===== config.mk =====
export PLATFORM = sky130hd
export DESIGN_NAME = psum_accumulator
export DESIGN_NICKNAME = d
export VERILOG_FILES = /design/src/rtl/psum_pkg.sv /design/src/rtl/psum_sat_add.sv /design/src/rtl/psum_accumulator.sv
export SDC_FILE = /design/constraint.sdc
export NUM_CORES = 1
export LEC_CHECK = 0
export ABC_AREA = 1
export CAP_MARGIN = 25
export CORE_ASPECT_RATIO = 0.5
export CORE_MARGIN = 2
export CORE_UTILIZATION = 60
export CTS_BUF_LIST = sky130_fd_sc_hd__clkbuf_4
export DETAILED_ROUTE_END_ITERATION = 12
export PLACE_DENSITY = 0.87
export SYNTH_ARGS = -nofsm -noshare
export SYNTH_HDL_FRONTEND = slang
export SYNTH_SLANG_ARGS = --single-unit
export TNS_END_PERCENT = 10

===== constraint.sdc =====
create_clock -name clk -period 3.3 [get_ports clk]
set_input_delay 0.33 -clock clk [delete_from_list [all_inputs] [get_ports clk]]
set_output_delay 0.33 -clock clk [all_outputs]
set_load 0.005 [all_outputs]

===== src/rtl/psum_pkg.sv =====
`default_nettype none
// ============================================================================
// Module      : psum_pkg
// Description : Shared types and constants for the partial-sum accumulator.
// Revision    : 1.0 - initial release
// ============================================================================
package psum_pkg;

    typedef enum logic [0:0] {
        ACCUM = 1'b0,
        DONE  = 1'b1
    } state_t;

    localparam int ACC_W_DEF   = 32;
    localparam int MAX_LEN_DEF = 16;
    localparam int CNT_W_DEF   = 5;
    localparam int TERM_W      = 32;

    // Clamp limits for the default accumulator width
    localparam logic [ACC_W_DEF-1:0] SAT_POS_DEF = {1'b0, {(ACC_W_DEF-1){1'b1}}};
    localparam logic [ACC_W_DEF-1:0] SAT_NEG_DEF = {1'b1, {(ACC_W_DEF-1){1'b0}}};

endpackage : psum_pkg
`default_nettype wire


===== src/rtl/psum_sat_add.sv =====
`default_nettype none
// ============================================================================
// Module      : psum_sat_add
// Description : Combinational ACC_W+1-bit add of a sign-extended term to the
//               accumulator, with optional clamp and overflow flag.
// Revision    : 1.0 - initial release
// ============================================================================
module psum_sat_add
    import psum_pkg::*;
#(
    parameter int ACC_W = ACC_W_DEF
) (
    input  logic [ACC_W-1:0]  acc,
    input  logic [TERM_W-1:0] term,
    input  logic              sat_en,
    output logic [ACC_W-1:0]  sum,
    output logic              ovf
);

    localparam logic [ACC_W-1:0] C_SAT_POS = {1'b0, {(ACC_W-1){1'b1}}};
    localparam logic [ACC_W-1:0] C_SAT_NEG = {1'b1, {(ACC_W-1){1'b0}}};

    logic [ACC_W:0] w_acc_x;
    logic [ACC_W:0] w_term_x;
    logic [ACC_W:0] w_sum_x;

    assign w_acc_x  = {acc[ACC_W-1], acc};
    assign w_term_x = {{(ACC_W+1-TERM_W){term[TERM_W-1]}}, term};
    assign w_sum_x  = w_acc_x + w_term_x;

    // Top two bits disagree exactly when the true sum leaves the ACC_W range
    assign ovf = w_sum_x[ACC_W] ^ w_sum_x[ACC_W-1];

    always_comb begin
        sum = w_sum_x[ACC_W-1:0];
        if (sat_en && ovf) begin
            sum = w_sum_x[ACC_W] ? C_SAT_NEG : C_SAT_POS;
        end
    end

endmodule : psum_sat_add
`default_nettype wire


===== src/rtl/psum_accumulator.sv =====
`default_nettype none
// ============================================================================
// Module      : psum_accumulator
// Description : Accumulates a group of signed terms into a partial sum and
//               presents it on a registered valid/ready output.
//               Optional macro PSUM_ACC_SAT_EN enables saturating accumulation.
// Revision    : 1.0 - initial release
// ============================================================================
module psum_accumulator
    import psum_pkg::*;
#(
    parameter int ACC_W   = ACC_W_DEF,
    parameter int MAX_LEN = MAX_LEN_DEF,
    parameter int CNT_W   = CNT_W_DEF
) (
    input  logic              clk,
    input  logic              rst_n,
    input  logic              clr,
    input  logic              in_valid,
    output logic              in_ready,
    input  logic [TERM_W-1:0] in_data,
    input  logic              in_last,
    output logic              out_valid,
    input  logic              out_ready,
    output logic [ACC_W-1:0]  out_data,
    output logic [CNT_W-1:0]  out_count,
    output logic              out_sat
);

`ifdef PSUM_ACC_SAT_EN
    localparam logic C_SAT_EN = 1'b1;
`else
    localparam logic C_SAT_EN = 1'b0;
`endif

    state_t             r_state;
    state_t             w_state_nxt;
    logic [ACC_W-1:0]   r_acc;
    logic [CNT_W-1:0]   r_cnt;
    logic [ACC_W-1:0]   r_out_data;
    logic [CNT_W-1:0]   r_out_count;
    logic [ACC_W-1:0]   w_sum;
    logic               w_ovf;
    logic               w_accept;
    logic               w_close;

    psum_sat_add #(
        .ACC_W (ACC_W)
    ) u_sat_add (
        .acc    (r_acc),
        .term   (in_data),
        .sat_en (C_SAT_EN),
        .sum    (w_sum),
        .ovf    (w_ovf)
    );

    // clr discards any beat offered in the same cycle
    assign w_accept = in_valid && in_ready && !clr;
    assign w_close  = w_accept && (in_last || (r_cnt == CNT_W'(MAX_LEN - 1)));

    always_ff @(posedge clk or negedge rst_n) begin
        if (!rst_n) begin
            r_state <= ACCUM;
        end else begin
            r_state <= w_state_nxt;
        end
    end

    always_comb begin
        w_state_nxt = r_state;
        in_ready    = 1'b0;
        out_valid   = 1'b0;
        case (r_state)
            ACCUM: begin
                in_ready = 1'b1;
                if (w_close) begin
                    w_state_nxt = DONE;
                end
            end
            DONE: begin
                out_valid = 1'b1;
                if (out_ready) begin
                    w_state_nxt = ACCUM;
                end
            end
            default: w_state_nxt = ACCUM;
        endcase
        if (clr) begin
            w_state_nxt = ACCUM;
        end
    end

    always_ff @(posedge clk or negedge rst_n) begin
        if (!rst_n) begin
            r_acc       <= '0;
            r_cnt       <= '0;
            r_out_data  <= '0;
            r_out_count <= '0;
        end else if (clr) begin
            r_acc <= '0;
            r_cnt <= '0;
        end else if (w_close) begin
            r_out_data  <= w_sum;
            r_out_count <= r_cnt + CNT_W'(1);
            r_acc       <= '0;
            r_cnt       <= '0;
        end else if (w_accept) begin
            r_acc <= w_sum;
            r_cnt <= r_cnt + CNT_W'(1);
        end
    end

`ifdef PSUM_ACC_SAT_EN
    logic r_sat_flag;
    logic r_out_sat;

    // Sticky per-group flag; the closing term's own overflow is folded in
    always_ff @(posedge clk or negedge rst_n) begin
        if (!rst_n) begin
            r_sat_flag <= 1'b0;
            r_out_sat  <= 1'b0;
        end else if (clr) begin
            r_sat_flag <= 1'b0;
            r_out_sat  <= 1'b0;
        end else if (w_close) begin
            r_out_sat  <= r_sat_flag | w_ovf;
            r_sat_flag <= 1'b0;
        end else if (w_accept) begin
            r_sat_flag <= r_sat_flag | w_ovf;
        end
    end

    assign out_sat = r_out_sat;
`else
    logic w_unused_ovf;
    assign w_unused_ovf = w_ovf;
    assign out_sat      = 1'b0;
`endif

    assign out_data  = r_out_data;
    assign out_count = r_out_count;

endmodule : psum_accumulator
`default_nettype wire


# Word-level counts from Yosys, hierarchy flattened
# Cells that the tools add are included.
# totals
reg_bits	75
latch_bits	0
ramBits	0
rom_bits	0
input_bits	38
wordCells	29
n_memories	0
# classes
add_sub_neg	2
multipliers	0
div	0
order_cmp	0
eq_ne	1
n_shift	0
muxes	12
n_bitwise	2
reduce_logical	7
# op_table
operator	count
$mux W32	3
$add A32 B32 Y32	1
$mux W5	3
$add A5 B1 Y5 const B	1
$eq A5 B4 Y1 const B	1
$mux W1	5
$logic_and A1 B1 Y1	3
$reduce_bool A3 Y1	1
$not A1 Y1	2
$pmux W1 S2	1
$reduce_and A2 Y1	1
$logic_not A1 Y1	1
$logic_or A1 B1 Y1	1

# Longest topological paths before layout
# Gate-level depths: netlist of run 1.
# depth
ltp_word	7
mapped_depth	13

# Cells and area by module
# Synthesis of run 1 repeated with hierarchy kept, for this count alone.
# unflattened
hier_cells	809
area_unflattened_um2	5526.6
# by_module_without_submodules
mod	instances	cells_per_inst	area_per_inst_um2	seq_area_each_um2
psum_accumulator	1	342	3094.2	1876.8
psum_sat_add	1	467	2432.3	0.0

# Worst setup path after synthesis of run 1
# Ideal clock, no wire load.
# synth_timing
path_kind	flip-flop to flip-flop
from	register r_acc[0]
to	register r_acc[16]
setup_ns	0.117
arrival_ns	1.697
slack_ns	1.486
stages_incl_launch_ff	12
n_path_buf	0
cell_sequence	dfrtp_1 -> ha_1 -> fa_1 -> nand3_1 -> nand3_1 -> nand2_1 -> nand3_2 -> nand2_1 -> nand2_1 -> xor2_1 -> nand2_1 -> nand2_1
# synth_via
elab_chain_cells	4
# synth_rtl
element	line	source
start: declaration	psum_accumulator.sv:38	logic [ACC_W-1:0] r_acc;
start signal: assignment	psum_accumulator.sv:108	r_acc <= w_sum;
$add A32 B32 Y32	psum_sat_add.sv:29	assign w_sum_x = w_acc_x + w_term_x;
$mux W32	psum_accumulator.sv:107	end else if (w_accept) begin
$mux W32	psum_accumulator.sv:102	end else if (w_close) begin
$mux W32	psum_accumulator.sv:99	end else if (clr) begin
# No other way between the ends. The select of a mux whose other input is x is not followed.
# A chain may end at the register's enable or synchronous reset.

# Worst setup path after layout of run 1
# layout_timing
from	register r_acc[0]
to	register r_out_data[20], in the netlist out_data[20]
# layout_via
elab_chain_cells	1
# layout_rtl
element	line	source
$add A32 B32 Y32	psum_sat_add.sv:29	
end signal: assignment	psum_accumulator.sv:103	r_out_data <= w_sum;
end: declaration	psum_accumulator.sv:40	logic [ACC_W-1:0] r_out_data;
# No other way between the ends.

==> results of run 1 <==
sequential cells by signal (all words and copies together), names as in the netlist:
register,count
out_count,5
out_data,32
r_acc,32
r_cnt,5
r_state,1
critical path: cells and delay by family (launching register included):
kind / cells / cell delay (ns)
and+or+nand+nor: 8 / 1.06
adders and majority gates: 2 / 0.72
DFF: 1 / 0.41
cells in the mapped netlist:
master and instances:
fa_1 1, nor2_1 37, nand3_1 51, nand2_1 354, dfrtp_1 75, nor2_2 5, clkinv_1 1, ha_1 33
o21ai_0 26, nand3b_1 6, clkbuf_1 6, conb_1 1, a21oi_1 20, buf_4 2, a22o_1 1, and2_1 1
dlymetal6s2s_1 2, buf_2 3, xnor2_1 8, nand2_2 10, inv_1 123, a21o_1 1, buf_6 1, o22ai_1 2
nand3_2 3, nor3_1 3, o21bai_1 3, xor2_1 9, nand4_1 3, xor2_2 1
power by group:
part / switching (uW) / internal (uW)
logic: 425 / 394
clock network: 394 / 244
registers: 82.7 / 1050
logic make-up after synthesis:
family          Yosys count  share of synthesized area [%]
simple gates            473                           36.8
buf+inv                 138                           10.6
xor+xnor                 18                           3.15
other cells               1                         0.0715
flops                    75                           35.8
fa+ha+maj                34                           8.25
compound gates           53                           5.37
placed cells by master (no fill, tap or decap), drive strengths merged:
master	instances
o22ai	2
nor3	3
a21o	1
and2	1
nand4	3
o21ai	26
dfrtp	75
clkdlybuf4s50	75
o21bai	3
ha	33
xnor2	8
a21oi	20
xor2	10
conb	1
bufinv	1
inv	127
nand3	54
a22o	1
buf	5
clkbuf	9
nand3b	6
nand2	364
dlygate4sd3	1
fa	1
nor2	42
clkinv	1
clkinvlp	2
metrics by stage:
stage               setup WS [ns]  total power [uW]  instance area, um2  hold slack [ns]  cells
floorplan                    1.49              1550                5250           0.0344    792
global placement            0.789              1930                6080            0.461    974
detailed placement          0.661              1950                6080            0.469    974
CTS                          1.03              2590                6230           0.0263    990
global route                0.820              2740                6270            0.307    992
finish                       1.01              2590                6270            0.294    992
routing by layer:
metal | vias up | share of wire [%]
li1 | 2576 | -
met1 | 2357 | 47
met5 | - | 0
met2 | 165 | 45
met3 | 18 | 6.3
met4 | 0 | 1.5
worst max path at each step:
stage / start / to / slack, ns / cells past startpoint
finish: r_acc[0] / out_data[20] / 1.01 / 10
global route: r_cnt[0] / r_acc[28] / 0.82 / 10
CTS: r_acc[0] / out_data[20] / 1.03 / 10
detailed placement: in_data[0] / out_data[20] / 0.66 / 11
global placement: in_data[0] / out_data[28] / 0.79 / 11
floorplan: r_acc[0] / r_acc[16] / 1.49 / 11
area by class of cell:
type                    instances  area share (%)
repair buffers                 81            13.0
multi-input cells             579            44.9
well taps                     117            2.33
inverters                     124            7.42
flip-flops and latches         75            29.9
clock buffers                   9            1.08
clock inverters                 7            1.32
==> metrics.txt, run 1 <==
YS warnings=0; root buffer cell=clkbuf_4; CP Max Fanout=4; Synth Instances=792; initial antenna violation count=0; routability cong.=0.926; # IOs=78; flops & latches, synth=75; pwr/cell area=412 nW/um2; Starting Density=61.1%; crit-path most repeated cell=nand3_1; final period utilization=69.4%; Worst EP arrival=2.65 ns; Post-Syn Area=5250 um2; Die Ht=70.1 um; CTS Buf Count=9; vias post-DR=5,116; r2r endpoint=out_data[20]; M3 GR Usage=5.66%; ranking of synthesized cells by area=dfrtp_1 36%, nand2_1 25%, inv_1 8.8%; Mapped Nets=864; Fmax=0.436 GHz; fin. max-slew vios=0; number of post-CTS setup repair buffers=0; Filler Cells Inserted=738; Max-cap violations=0; Slew headroom=37.9%; Initial DRC Count=333; kind of end point of the critical path=flip-flop; die width=136 um; CP Launch Type=flip-flop; clk buf depth=2; DRC viols=0; share of the synthesized area in the top cell type=35.8%; HPWL Detailed=10,500 um; met1 usage=43.4%; CP cell instances=ha_1, fa_1, nand3_1, nand3_1, nand3_1, nand3b_1, nand2_1, nand3b_1, nand3_1, nand2_1; Site Rows=24; Setup CP Type=flip-flop to flip-flop; GRT met2 Usage=49.5%; Die ar.=9550 um2; core area=8590 um2; Worst EP required=3.65 ns; CP max stage cell=fa_1; GRT busiest layer=met2; R2R Path Start=r_acc[0]; Worst Tran Pin Value=0.930 ns; fin nets=942; Syn-to-layout area delta=19.6%; post-layout minimum cycle time=2.29 ns; RSZ-0062 raised after global routing=false; top cell type by total area after synthesis=dfrtp_1; worst vdd ir=0.294 mV; vias per std cell=5.16; crit-path max cell delay=0.48 ns; Fin. Hold Viols=0; Detail Route Antenna Nets=0; DRT Wirelength=14,000 um; Clock Latency Late Sink=0.46 ns; PortBufs=76; wire length per cell=14.1 um; GRT overflow=0; LEAKAGE=0.00361 uW; Reg clk slew, reported paths=0.16 ns; number of global-route vias before repair=4,851; TritonCTS clock tree=yes; PostCTS Resize Cnt=0; Storage cell area=1880 um2; post-layout util=73.0%; Detailed Routing Iterations Pass 1=5; post-synthesis cell type count=30; largest net degree at the start of global routing=76; outcome=finished clean; first-pass GRT wire length=22,900 um; fraction of layout cells with a size suffix above 1=4.57%; post-synthesis sequential area ratio=35.8%; worst hold path class=input pin to asynchronous set/reset pin; Diodes inserted=0; Clock Skew=0.0200 ns; GRT Util Overall=31.0%; R2R setup slack=1.01 ns; setup TNS=0 ns; H-tree levels=3; FF-to-FF path depth=10; CTS Hold Bufs=0; Avg Cell Area, Syn=6.62 um2; area of the multi-input gates=2820 um2; final count of negative-setup-slack endpoints=0; clock sink count=75
Note: power is estimated with default switching activity, not from simulation.
==> inputs of run 2 (changes only) <==
Settings changed: CORE_UTILIZATION 60 to 51, PLACE_DENSITY 0.87 to 0.79.
Clock period 3.3 ns to 2.01 ns, I/O delays scaled along.
==> metrics.txt, run 2 (same netlist as run 1, synthesis figures left out) <==
PortBufs=76 (unchanged); vias per std cell=4.87 (-5.5%); Starting Density=51.9% (-9.2 points); Detailed Routing Iterations Pass 1=4 (-1); core area=10,100 um2 (+18%); GRT Util Overall=26.4% (-4.6 points); worst vdd ir=0.442 mV (+50%); worst hold start=out_ready; CP endpoint=out_data[31]; wire length per cell=13.3 um (-5.7%); DRT Wirelength=14,400 um (+2.9%); Worst Tran Pin Value=0.718 ns (-0.212 ns); DRC viols=0 (unchanged); final count of negative-setup-slack endpoints=0 (unchanged); # IOs=78 (unchanged); worst hold path class=input pin to flip-flop; Placed Cells=1,060 (+8.8%); total power=4290 uW (+66%); CP Max Fanout=5 (+1); part of the power in registers=43.2% (-0.5 points); first-pass GRT wire length=22,800 um (-0.60%); FF-to-FF path depth=12 (+2); Diodes inserted=0 (unchanged); LEAKAGE=0.00394 uW (+9.2%); r2r endpoint=out_data[31]; fraction of layout cells with a size suffix above 1=14.2% (+9.6 points); outcome=finished clean; kind of end point of the critical path=flip-flop; Clock Latency Late Sink=0.46 ns (about the same); CTS Buf Count=9 (unchanged); Internal=2790 uW (+65%); Slew headroom=52.1% (+14 points); Post-DP Area=6600 um2 (+8.5%); post-layout minimum cycle time=1.92 ns (-0.375 ns); TritonCTS clock tree=yes; vias post-DR=5,276 (+3.1%); Clock Skew=0.0198 ns (-0.000166 ns); Logic pwr share=35.5% (+3.8 points); clock sink count=75 (unchanged); Fmax=0.522 GHz (+20%); routability cong.=0.940 (+1.5%); R2R Path Start=r_acc[3]; pwr/cell area=621 nW/um2 (+51%); most common cell after layout, fill and taps aside=nand2_1; largest net degree at the start of global routing=57 (-25%); Worst EP required=2.36 ns (-1.29 ns); H-tree levels=3 (unchanged); Post-Layout Inst Area=6910 um2 (+10%); Site Rows=26 (+8.3%); Die ar.=11,200 um2 (+17%); clock power share=21.3% (-3.3 points); Setup CP Type=flip-flop to flip-flop; Reg clk slew, reported paths=0.14 ns (-0.02 ns); Fin. Hold Viols=0 (unchanged); most frequent cells in the layout=351 x nand2_1, 122 x inv_1, 75 x clkdlybuf4s50_1, 75 x dfrtp_1, 71 x buf_4; root buffer cell=clkbuf_4; Die Ht=75.7 um (+8.0%); sw power=1510 uW (+67%); fin. max-slew vios=0 (unchanged); clk buf depth=2 (unchanged); CP Launch Type=flip-flop; Worst Setup SP=r_acc[3]; Syn-to-layout area delta=31.6%; R2R setup slack=0.09 ns (-0.92 ns); sw frac=35.1% (+0.27 points); HPWL Detailed=10,900 um (+3.9%); final period utilization=95.3% (+26 points); Worst EP arrival=2.27 ns (-0.38 ns); number of global-route vias before repair=4,856 (+0.10%); RSZ-0062 raised after global routing=true; WHS=0.303 ns (+0.00911 ns); GRT overflow=0 (unchanged); fin nets=1,010 (+7.2%); post-layout util=68.3% (-4.8 points); Initial DRC Count=274 (-18%); Non-Filler Instances=1,083 (+9.2%); Detail Route Antenna Nets=0 (unchanged); die width=147 um (+8.2%); initial antenna violation count=0 (unchanged); Max-cap violations=0 (unchanged)
run 2: cell types whose count changed in the layout (fill, tap and decap cells not counted), sizes merged:
cell | previous run | this run
buf | 5 | 73
bufinv | 1 | 0
clkinvlp | 2 | 3
inv | 127 | 126
clkinv | 1 | 2
run 2: worst min-delay path by stage:
stage,end,cells after the start
CTS,r_state,2
global placement,out_data[5],1
floorplan,out_count[0],0
detailed placement,out_data[3],1
finish,r_state,2
global route,r_state,2
run 2: per-stage QoR:
step / worst slack [ns] / setup TNS (ns)
after floorplan: 0.196 / 0
after global placement: -0.333 / -6.95
after detailed placement: -0.396 / -8.22
after CTS: 0.00819 / 0
after global routing: -0.0591 / -0.387
final: 0.0936 / 0
run 2: timing repair:
item | 4_1_cts | 5_1_grt
hold buffers | 1 | 0
endpoints found under the setup margin | 6 | 38
pin swaps | 4 | 8
resized for setup | 4 | 26
hold endpoints to repair | 54 | 0
setup buffers | 1 | 5
run 2: per-layer routing:
layer | GRT usage [%] | share of wire (%) | vias up
met5 | 0 | 0 | -
met4 | 5.56 | 0.66 | 0
met3 | 4.31 | 4.8 | 11
met2 | 44.9 | 45 | 135
met1 | 36.6 | 49 | 2415
li1 | - | - | 2715
run 2: cell type report:
type | count | area, um2
Clock buffer | 9 | 67.6
Timing Repair Buffer | 149 | 1330
Fill cell | 909 | 3210
Sequential cell | 75 | 1880
Tap cell | 140 | 175
Multi-Input combinational cell | 579 | 2940
Clock inverter | 7 | 57.6
Inverter | 124 | 469
run 2: power by group through the flow:
stage          sequential, uW  clock (uW)  combinational, uW
2_1_floorplan            1870           0                671
3_3_place_gp             1870           0               1450
3_5_place_dp             1880           0               1470
4_1_cts                  1850         939               1490
5_1_grt                  1880         996               1710
6_report                 1850         916               1520
run 2: critical path: stages (launching register included):
cell and delay (ns):
dfrtp_1 0.41, ha_1 0.39, nand2_2 0.11, nor2_2 0.13, nand2_1 0.06, nand2_1 0.10, nand2_1 0.07, nand2_2 0.16
nand2_2 0.07, nand2_1 0.06, nand2_1 0.06, nand3_1 0.12, nand2_1 0.07
==> inputs of run 3 (changes only) <==
Settings changed: CORE_UTILIZATION 51 to 57, PLACE_DENSITY 0.79 to 0.83.
Clock period 2.01 ns to 1.78 ns, I/O delays scaled along.
==> metrics.txt, run 3 (same netlist as run 1, synthesis figures left out) <==
Diodes inserted=0 (unchanged); fin. max-slew vios=0 (unchanged); Site Rows=24 (-7.7%); part of the power in registers=39.1% (-4.1 points); pwr/cell area=702 nW/um2 (+13%); final count of negative-setup-slack endpoints=48 (+48); initial antenna violation count=0 (unchanged); CP max stage cell=dfrtp_1; WHS=0.173 ns (-0.129 ns); die width=140 um (-5.3%); H-tree levels=3 (unchanged); clock sink count=75 (unchanged); Fmax=0.495 GHz (-5.1%); final worst slack=-0.240 ns (-0.333 ns); Die ar.=10,000 um2 (-10%); post-layout minimum cycle time=2.02 ns (+0.103 ns); failing checks=setup timing; LEAKAGE=0.00416 uW (+5.7%); core area=8830 um2 (-13%); clk buf depth=2 (unchanged); # IOs=78 (unchanged); fraction of layout cells with a size suffix above 1=25.5% (+11 points); sw power=1950 uW (+29%); crit-path max cell delay=0.43 ns (+0.02 ns); Initial DRC Count=604 (+120%); Worst EP required=2.14 ns (-0.22 ns); root buffer cell=clkbuf_4; Crit path max-delay family=simple AND/OR/NAND/NOR gates; CP cell instances=ha_2, fa_2, nand3_2, nand3_2, nand3_2, nand3b_1, nand2_1, nand3b_1, nand3_1, nand2_1; outcome=finished, violations left; worst path buffer plus inverter count=0 (unchanged); fin nets=1,023 (+1.3%); post-place setup slack=-0.434 ns (-0.0382 ns); Worst EP arrival=2.38 ns (+0.11 ns); HPWL Detailed=11,400 um (+4.4%); Detail Route Antenna Nets=0 (unchanged); CTS Buf Count=9 (unchanged); first-pass GRT wire length=25,500 um (+12%); Die Ht=71.8 um (-5.1%); TritonCTS clock tree=yes; clock power share=22.0% (+0.7 points); Post-DP Area=6670 um2 (+1.1%); Starting Density=59.4% (+7.6 points); GRT Util Overall=32.5% (+6.1 points); Reg clk slew, reported paths=0.15 ns (about the same); most common cell after layout, fill and taps aside=nand2_1; vias per std cell=5.58 (+15%); Post-Layout Inst Area=7690 um2 (+11%); final period utilization=113% (+18 points); Max-cap violations=0 (unchanged); Fin. Hold Viols=0 (unchanged); wire length per cell=17.5 um (+32%); worst vdd ir=0.578 mV (+31%); crit-path most repeated cell=nand3_2; Clock Latency Late Sink=0.47 ns (about the same); Placed Cells=1,047 (-1.2%); Syn-to-layout area delta=46.5%; Detailed Routing Iterations Pass 1=6 (+2); Setup CP Type=flip-flop to flip-flop; number of global-route vias before repair=5,450 (+12%); sw frac=36.1% (+0.99 points); Logic pwr share=38.9% (+3.4 points); RSZ-0062 raised after global routing=true; DRC viols=0 (unchanged); CP Launch Type=flip-flop; PortBufs=76 (unchanged); kind of end point of the critical path=flip-flop; R2R setup slack=-0.24 ns (-0.33 ns); worst hold path class=input pin to asynchronous set/reset pin; total power=5400 uW (+26%); vias post-DR=5,989 (+14%); Non-Filler Instances=1,073 (-0.92%); largest net degree at the start of global routing=47 (-18%); most frequent cells in the layout=314 x nand2_1, 117 x inv_1, 75 x clkdlybuf4s50_1, 75 x buf_4, 75 x dfrtp_1; Clock Skew=0.0218 ns (+0.00203 ns); CP Max Fanout=3 (-2); Internal=3450 uW (+24%); GRT overflow=0 (unchanged); DRT Wirelength=18,800 um (+30%); routability cong.=0.969 (+3.2%)
==> run 3: cell types whose count changed in the layout (fill, tap and decap cells not counted), moves of 5 or more <==
cell     change
nand2_2     +30
o21ai_0      -6
nor2_1      -11
nand2_4      +7
nor2_2       +7
nand3_2      +9
nand2_1     -37
o21ai_1      +5
nand3_1     -12
ha_1        -19
buf_6        +6
inv_1        -5
ha_4        +20
==> run 3: worst paths after layout <==
kind	start	to	cells after the start
worst max-delay path	r_acc[0]	r_acc[20]	10
worst min-delay path	rst_n	r_acc[4]	2
worst max register to register	r_acc[0]	r_acc[20]	10
max in group asynchronous	rst_n	r_acc[20]	3
min in group clk	out_ready	r_state	2
worst min register to register	out_data[29]	out_data[29]	2
==> run 3: routing by layer <==
| metal | GRT usage, % | up-vias | part of all wire, % |
|---|---|---|---|
| met5 | 0 | - | 0 |
| met4 | 11.2 | 0 | 4.8 |
| met3 | 7.15 | 109 | 8.3 |
| met2 | 55.1 | 364 | 47 |
| met1 | 42.1 | 2782 | 40 |
| li1 | - | 2734 | - |
==> run 3: power by group through the flow <==
stage | Clock, uW | Combinational (uW) | Sequential (uW)
after floorplan | 0 | 758 | 2110
after global placement | 0 | 1660 | 2110
after detailed placement | 0 | 1700 | 2120
after CTS | 1180 | 1800 | 2090
after global routing | 1260 | 2260 | 2130
final | 1190 | 2100 | 2110
==> run 3: through the flow <==
| stage | util (%) | TNS (ns) |
|---|---|---|
| 5_1_grt | 87.1 | -10.56 |
| 3_3_place_gp | 75.6 | -16.31 |
| 3_5_place_dp | 75.6 | -17.92 |
| 6_report | 87.1 | -6.17 |
| 4_1_cts | 80.4 | -2.92 |
| 2_1_floorplan | - | 0 |
==> run 3: final cells by class <==
cell class	count	area, um2
sequential	75	1880
clock buffer	10	75.1
tap	117	146
fill	464	1140
clock inverter	6	71.3
timing repair buffer	162	1480
multi-input combinational	579	3570
inverter	124	470
==> run 3: timing repair <==
item / CTS / global route
resized for setup: 43 / 121
hold endpoints to repair: 29 / 0
endpoints found under the setup margin: 53 / 70
hold buffers: 1 / 0
pin swaps: 8 / 34
setup buffers: 2 / 7
